$ cat src/rtl/pc_sequencer.sv
// ============================================================================
//  Module      : pc_sequencer
//  Description : Registered program counter with next-PC select and a
//                circular return-address stack for BL/RET.
//  Revision    : 1.0 - initial release
// ============================================================================
`default_nettype none

module pc_sequencer #(
  parameter int                    PC_WIDTH     = 64,
  parameter int                    IMM_WIDTH    = 64,
  parameter logic [PC_WIDTH-1:0]   RESET_VECTOR = '0,
  parameter int                    RAS_DEPTH    = 4,
  parameter int                    INSTR_SHIFT  = 2
) (
  input  logic                         CLK,
  input  logic                         Reset,
  input  logic                         Stall,
  input  logic                         Branch,
  input  logic                         BranchNZ,
  input  logic                         ALUZero,
  input  logic                         Uncondbranch,
  input  logic                         Link,
  input  logic                         BranchReg,
  input  logic                         Return,
  input  logic [PC_WIDTH-1:0]          RegTarget,
  input  logic [IMM_WIDTH-1:0]         SignExtImm,
  output logic [PC_WIDTH-1:0]          CurrentPC,
  output logic [PC_WIDTH-1:0]          NextPC,
  output logic                         Taken,
  output logic [$clog2(RAS_DEPTH):0]   RASCount,
  output logic                         RASOverflow,
  output logic                         RASUnderflow
);

  localparam int                      c_ptr_w = $clog2(RAS_DEPTH);
  localparam int                      c_cnt_w = c_ptr_w + 1;
  localparam logic [c_cnt_w-1:0]      c_full  = c_cnt_w'(RAS_DEPTH);
  localparam logic [PC_WIDTH-1:0]     c_step  = PC_WIDTH'(1) << INSTR_SHIFT;

  logic [PC_WIDTH-1:0] r_stack [RAS_DEPTH];
  logic [c_ptr_w-1:0]  r_wp;
  logic [c_ptr_w-1:0]  w_top_idx;
  logic [PC_WIDTH-1:0] w_off;
  logic [PC_WIDTH-1:0] w_seq;
  logic [PC_WIDTH-1:0] w_rel;
  logic [PC_WIDTH-1:0] w_top;
  logic                w_empty;
  logic                w_full;
  logic                w_push;

  generate
    if (IMM_WIDTH >= PC_WIDTH) begin : g_imm_trunc
      assign w_off = SignExtImm[PC_WIDTH-1:0];
    end else begin : g_imm_sext
      assign w_off = {{(PC_WIDTH-IMM_WIDTH){SignExtImm[IMM_WIDTH-1]}}, SignExtImm};
    end
  endgenerate

  assign w_seq     = CurrentPC + c_step;
  assign w_rel     = CurrentPC + (w_off << INSTR_SHIFT);
  // r_wp points at the next free slot, so the top of stack sits just below it
  assign w_top_idx = r_wp - c_ptr_w'(1);
  assign w_top     = r_stack[w_top_idx];
  assign w_empty   = (RASCount == '0);
  assign w_full    = (RASCount == c_full);
  assign w_push    = Uncondbranch & Link & ~Return & ~Stall;

  always_comb begin
    NextPC = w_seq;
    Taken  = 1'b0;
    if (Return) begin
      Taken  = 1'b1;
      NextPC = w_empty ? RegTarget : w_top;
    end else if (BranchReg) begin
      Taken  = 1'b1;
      NextPC = RegTarget;
    end else if (Uncondbranch) begin
      Taken  = 1'b1;
      NextPC = w_rel;
    end else if (Branch && (ALUZero ^ BranchNZ)) begin
      Taken  = 1'b1;
      NextPC = w_rel;
    end
  end

  always_ff @(posedge CLK) begin
    if (Reset) begin
      CurrentPC    <= RESET_VECTOR;
      RASCount     <= '0;
      r_wp         <= '0;
      RASOverflow  <= 1'b0;
      RASUnderflow <= 1'b0;
    end else if (!Stall) begin
      CurrentPC <= NextPC;
      if (w_push) begin
        // When full the write slot holds the oldest entry, so it is overwritten
        r_wp <= r_wp + c_ptr_w'(1);
        if (w_full) begin
          RASOverflow <= 1'b1;
        end else begin
          RASCount <= RASCount + c_cnt_w'(1);
        end
      end else if (Return) begin
        if (w_empty) begin
          RASUnderflow <= 1'b1;
        end else begin
          r_wp     <= w_top_idx;
          RASCount <= RASCount - c_cnt_w'(1);
        end
      end
    end
  end

  always_ff @(posedge CLK) begin
    if (!Reset && w_push) begin
      r_stack[r_wp] <= w_seq;
    end
  end

endmodule

`default_nettype wire

$ cat config.mk
export PLATFORM = sky130hd
export DESIGN_NAME = pc_sequencer
export DESIGN_NICKNAME = d
export VERILOG_FILES = /design/src/rtl/pc_sequencer.sv
export SDC_FILE = /design/constraint.sdc
export NUM_CORES = 1
export LEC_CHECK = 0
export CELL_PAD_IN_SITES_DETAIL_PLACEMENT = 1
export CELL_PAD_IN_SITES_GLOBAL_PLACEMENT = 2
export CORE_ASPECT_RATIO = 1.25
export CORE_MARGIN = 4
export CORE_UTILIZATION = 32
export CTS_CLUSTER_DIAMETER = 120
export DETAILED_ROUTE_END_ITERATION = 6
export PLACE_DENSITY = 0.81
export SLEW_MARGIN = 40
export SYNTH_ARGS = -nofsm -noshare
export SYNTH_HDL_FRONTEND = slang
export SYNTH_SLANG_ARGS = --single-unit
$ cat constraint.sdc
create_clock -name CLK -period 3.8 [get_ports CLK]
set_clock_uncertainty 0.2 [all_clocks]
set_input_delay 0.57 -clock CLK [delete_from_list [all_inputs] [get_ports CLK]]
set_output_delay 0.57 -clock CLK [all_outputs]
set_load 0.1 [all_outputs]
==> flow_metrics.env <==
export IMPL_status="complete, but fails checks"
export IMPL_failed_checks="negative setup slack"
export IMPL_finalWorstSetupSlack_ns=-1.03
export IMPL_grt_use_total=0.281
export IMPL_clock_path_buffers=3
export IMPL_critical_path_endpoint_type="output port"
export IMPL_yosysTopAreaCellShare=0.406
export IMPL_synth_fp_nets=1974
export IMPL_vias=18400
export IMPL_dp_hpwl_um=68400
export IMPL_dieHeight_um=280
export IMPL_slowest_stage="or4b_4"
export IMPL_cts_reportedPaths_clkPinSlew_ns=0.06
export IMPL_peakVddDrop_mv=0.415
export IMPL_critical_path_required_ns=3.03
export IMPL_io_pins=272
export IMPL_max_slew_worst_pin_slew_ns=0.830
export IMPL_initial_core_util=0.324
export IMPL_postRouteWirelength_um=91800
export IMPL_fp_dieW_um=226
export IMPL_die_area_um2=63100
export IMPL_hold_viol=0
export IMPL_core_area_um2=58500
export IMPL_synth_edff_count=256
export IMPL_nets=2678
export IMPL_layout_drive_gt1_share=0.432
export IMPL_cp_buffers_inverters=2
export IMPL_ant_nets=0
export IMPL_worstPathArrival_ns=4.06
export IMPL_maxSlewHeadroom=0.447
export IMPL_cts_num_sinks=327
export IMPL_ys_ff_latch=327
export IMPL_fin_crit_ns=4.83
export IMPL_path_cells="ha_4 > fa_2 > a21o_1 > a221o_1 > buf_6 > a21oi_4 > o22ai_4 > nor4_4 > o41a_2 > o31ai_2 > or4b_4 > a41o_4 > nand2_8 > buf_12"
export IMPL_path_depth=14
export IMPL_htreeDepth=2
export IMPL_synth_warnings=0
export IMPL_max_stage_delay_ns=0.53
export IMPL_io_buffers=269
export IMPL_power_w=0.0139
export IMPL_synth_avg_cell_area_um2=10.7
export IMPL_rows=99
export IMPL_grt_max_degree=67
export IMPL_grt_setup_unrepaired="yes"
export IMPL_antenna_found_initial=2
export IMPL_seq_area_frac_synth=0.481
export IMPL_synth_area_top_cells="edfxtp_1, mux4_2, dfxtp_1, nand2_1, ha_1"
export IMPL_ff2ff_path_depth=17
export IMPL_layout_common_cells="buf_4, edfxtp_1, nand2_1"
export IMPL_synthDistinctLibCells=84
export IMPL_whs_path_depth=2
export IMPL_syn_area_um2=18900
export IMPL_syn_to_final_growth_pct=58.1
export IMPL_avgViaCountPerCell=5.63
export IMPL_drc=0
export IMPL_p_leak_nw=11.6
export IMPL_design_area_um2=29900
export IMPL_post_drt_wl_per_cell_um=28.2
export IMPL_dr_pass1_iters=5
export IMPL_cp_max_fo=3
export IMPL_max_freq_mhz=207
export IMPL_critPathTopFamily="compound AO/OA/AOI/OAI gates"
export IMPL_grt_pass1_vias=20200
export IMPL_async_reset_ff_frac=0
export IMPL_cts_tree="built"
export IMPL_clk_latency_ns=0.57
export IMPL_drt_iter0_markers=1348
export IMPL_cts_buffers=38
export IMPL_place_congestion=0.977
export IMPL_yosysTopAreaCell="edfxtp_1"
export IMPL_final_common_cell="buf_4"
export IMPL_grt_pass1_wl_um=132000
export IMPL_finalSetupViolations=61
export IMPL_worstHoldPathType="flop to flop"
export IMPL_grt_overflow_total=0
export IMPL_syn_inst=1768
export IMPL_period_share=1.27
export IMPL_path_class="flop to output port"
export IMPL_place_area_um2=27000
export IMPL_cts_hold_buf=0
export IMPL_p_per_area_nw_per_um2=465
export IMPL_cap_violations=0
export IMPL_root_buffer="clkbuf_16"
export IMPL_setup_worst_path_start_class="flop"
export IMPL_drv_slew=0
export IMPL_fin_util=0.512
export IMPL_synth_flop_cell="edfxtp_1"
[cell type report]
type,count,area [µm²]
Inverter,41,154
Antenna cell,1,2.50
Clock inverter,14,209
Multi-Input combinational cell,1292,11200
Fill cell,6239,28500
Clock buffer,54,1030
Timing Repair Buffer,772,7090
Tap cell,757,947
Sequential cell,327,9290
[per-stage QoR]
step           setup TNS [ns]  std cells  hold slack [ns]  setup slack (ns)
2_1_floorplan           -3.61       1768            0.296            -0.767
3_3_place_gp           -65.52       3137            0.286             -1.52
3_5_place_dp           -70.89       3137            0.281             -1.57
4_1_cts                -34.08       3243            0.299             -1.11
5_1_grt                -42.48       3257            0.347             -1.13
6_report               -37.70       3258            0.288             -1.03
[registers in the layout (all words and copies together), names as in the netlist]
name,cells
RASUnderflow,1
r_stack,256
r_wp,2
RASCount,3
CurrentPC,64
RASOverflow,1
[kinds of logic after synthesis]
| family | share of synthesized area |
|---|---|
| multiplexers | 0.0899 |
| flip-flops | 0.481 |
| AND/OR/NAND/NOR | 0.136 |
| buffers and inverters | 0.0308 |
| XOR/XNOR | 0.0546 |
| AO/OA/AOI/OAI | 0.162 |
| adder cells (fa/ha/maj) | 0.0457 |
[what timing repair did]
action | 4_1_cts | 5_1_grt
pin swaps | 86 | 73
setup endpoints to repair | 74 | 72
buffers inserted | 42 | 17
resized for setup | 171 | 74
[power by group]
part	internal (W)	total (W)	switching [W]	leakage (nW)
clock network	0.00218	0.00376	0.00157	0.599
logic	0.00232	0.00607	0.00374	8.08
registers	0.00398	0.00409	0.000108	2.97
[metal layers]
metal,track usage,vias up,wire length (µm)
met5,0,-,8
met4,0.147,2,5930
met3,0.0427,222,5110
met2,0.520,733,47900
met1,0.310,9286,32900
li1,-,8112,-
[synth_stat cells (4+ instances only)]
library cell,instances
edfxtp_1,256
nand2_1,242
a21oi_1,141
nor2_1,123
xnor2_1,80
clkbuf_1,78
dfxtp_1,71
ha_1,66
mux4_2,64
o21ai_0,60
inv_1,40
xor2_1,38
nand3_1,36
nand4_1,36
o21a_1,36
nor3_1,35
a31oi_1,30
and3_1,27
mux2i_1,25
a21o_1,24
o21bai_1,18
a211oi_1,16
buf_1,15
a22oi_1,14
buf_2,13
o211ai_1,11
o22ai_1,11
a221o_1,10
and2_1,9
a221oi_1,8
nor4_1,7
o31ai_1,7
or3_1,7
a22o_1,6
a41oi_1,6
o21ai_1,6
o221ai_1,6
o41ai_1,6
nand2b_1,5
nor2b_1,5
a311oi_1,4
[worst reg2reg max path: cells and delay by family, from the launching register on]
kind / cells / cell delay, ns
fa+ha+maj: 2 / 0.52
mux: 1 / 0.07
flops: 1 / 0.35
compound gates: 6 / 1.55
buf+inv: 5 / 0.73
xor+xnor: 1 / 0.18
simple gates: 2 / 0.23
[worst paths after layout]
| check | endpoint | from | slack [ns] |
|---|---|---|---|
| worst max-delay path | NextPC[62] | CurrentPC[2] | -1.03 |
| worst min-delay path | RASUnderflow | RASUnderflow | 0.29 |
| worst max register to register | CurrentPC[36] | CurrentPC[2] | -0.13 |
| worst min register to register | RASUnderflow | RASUnderflow | 0.29 |
Power figures use the tool's default switching activity.
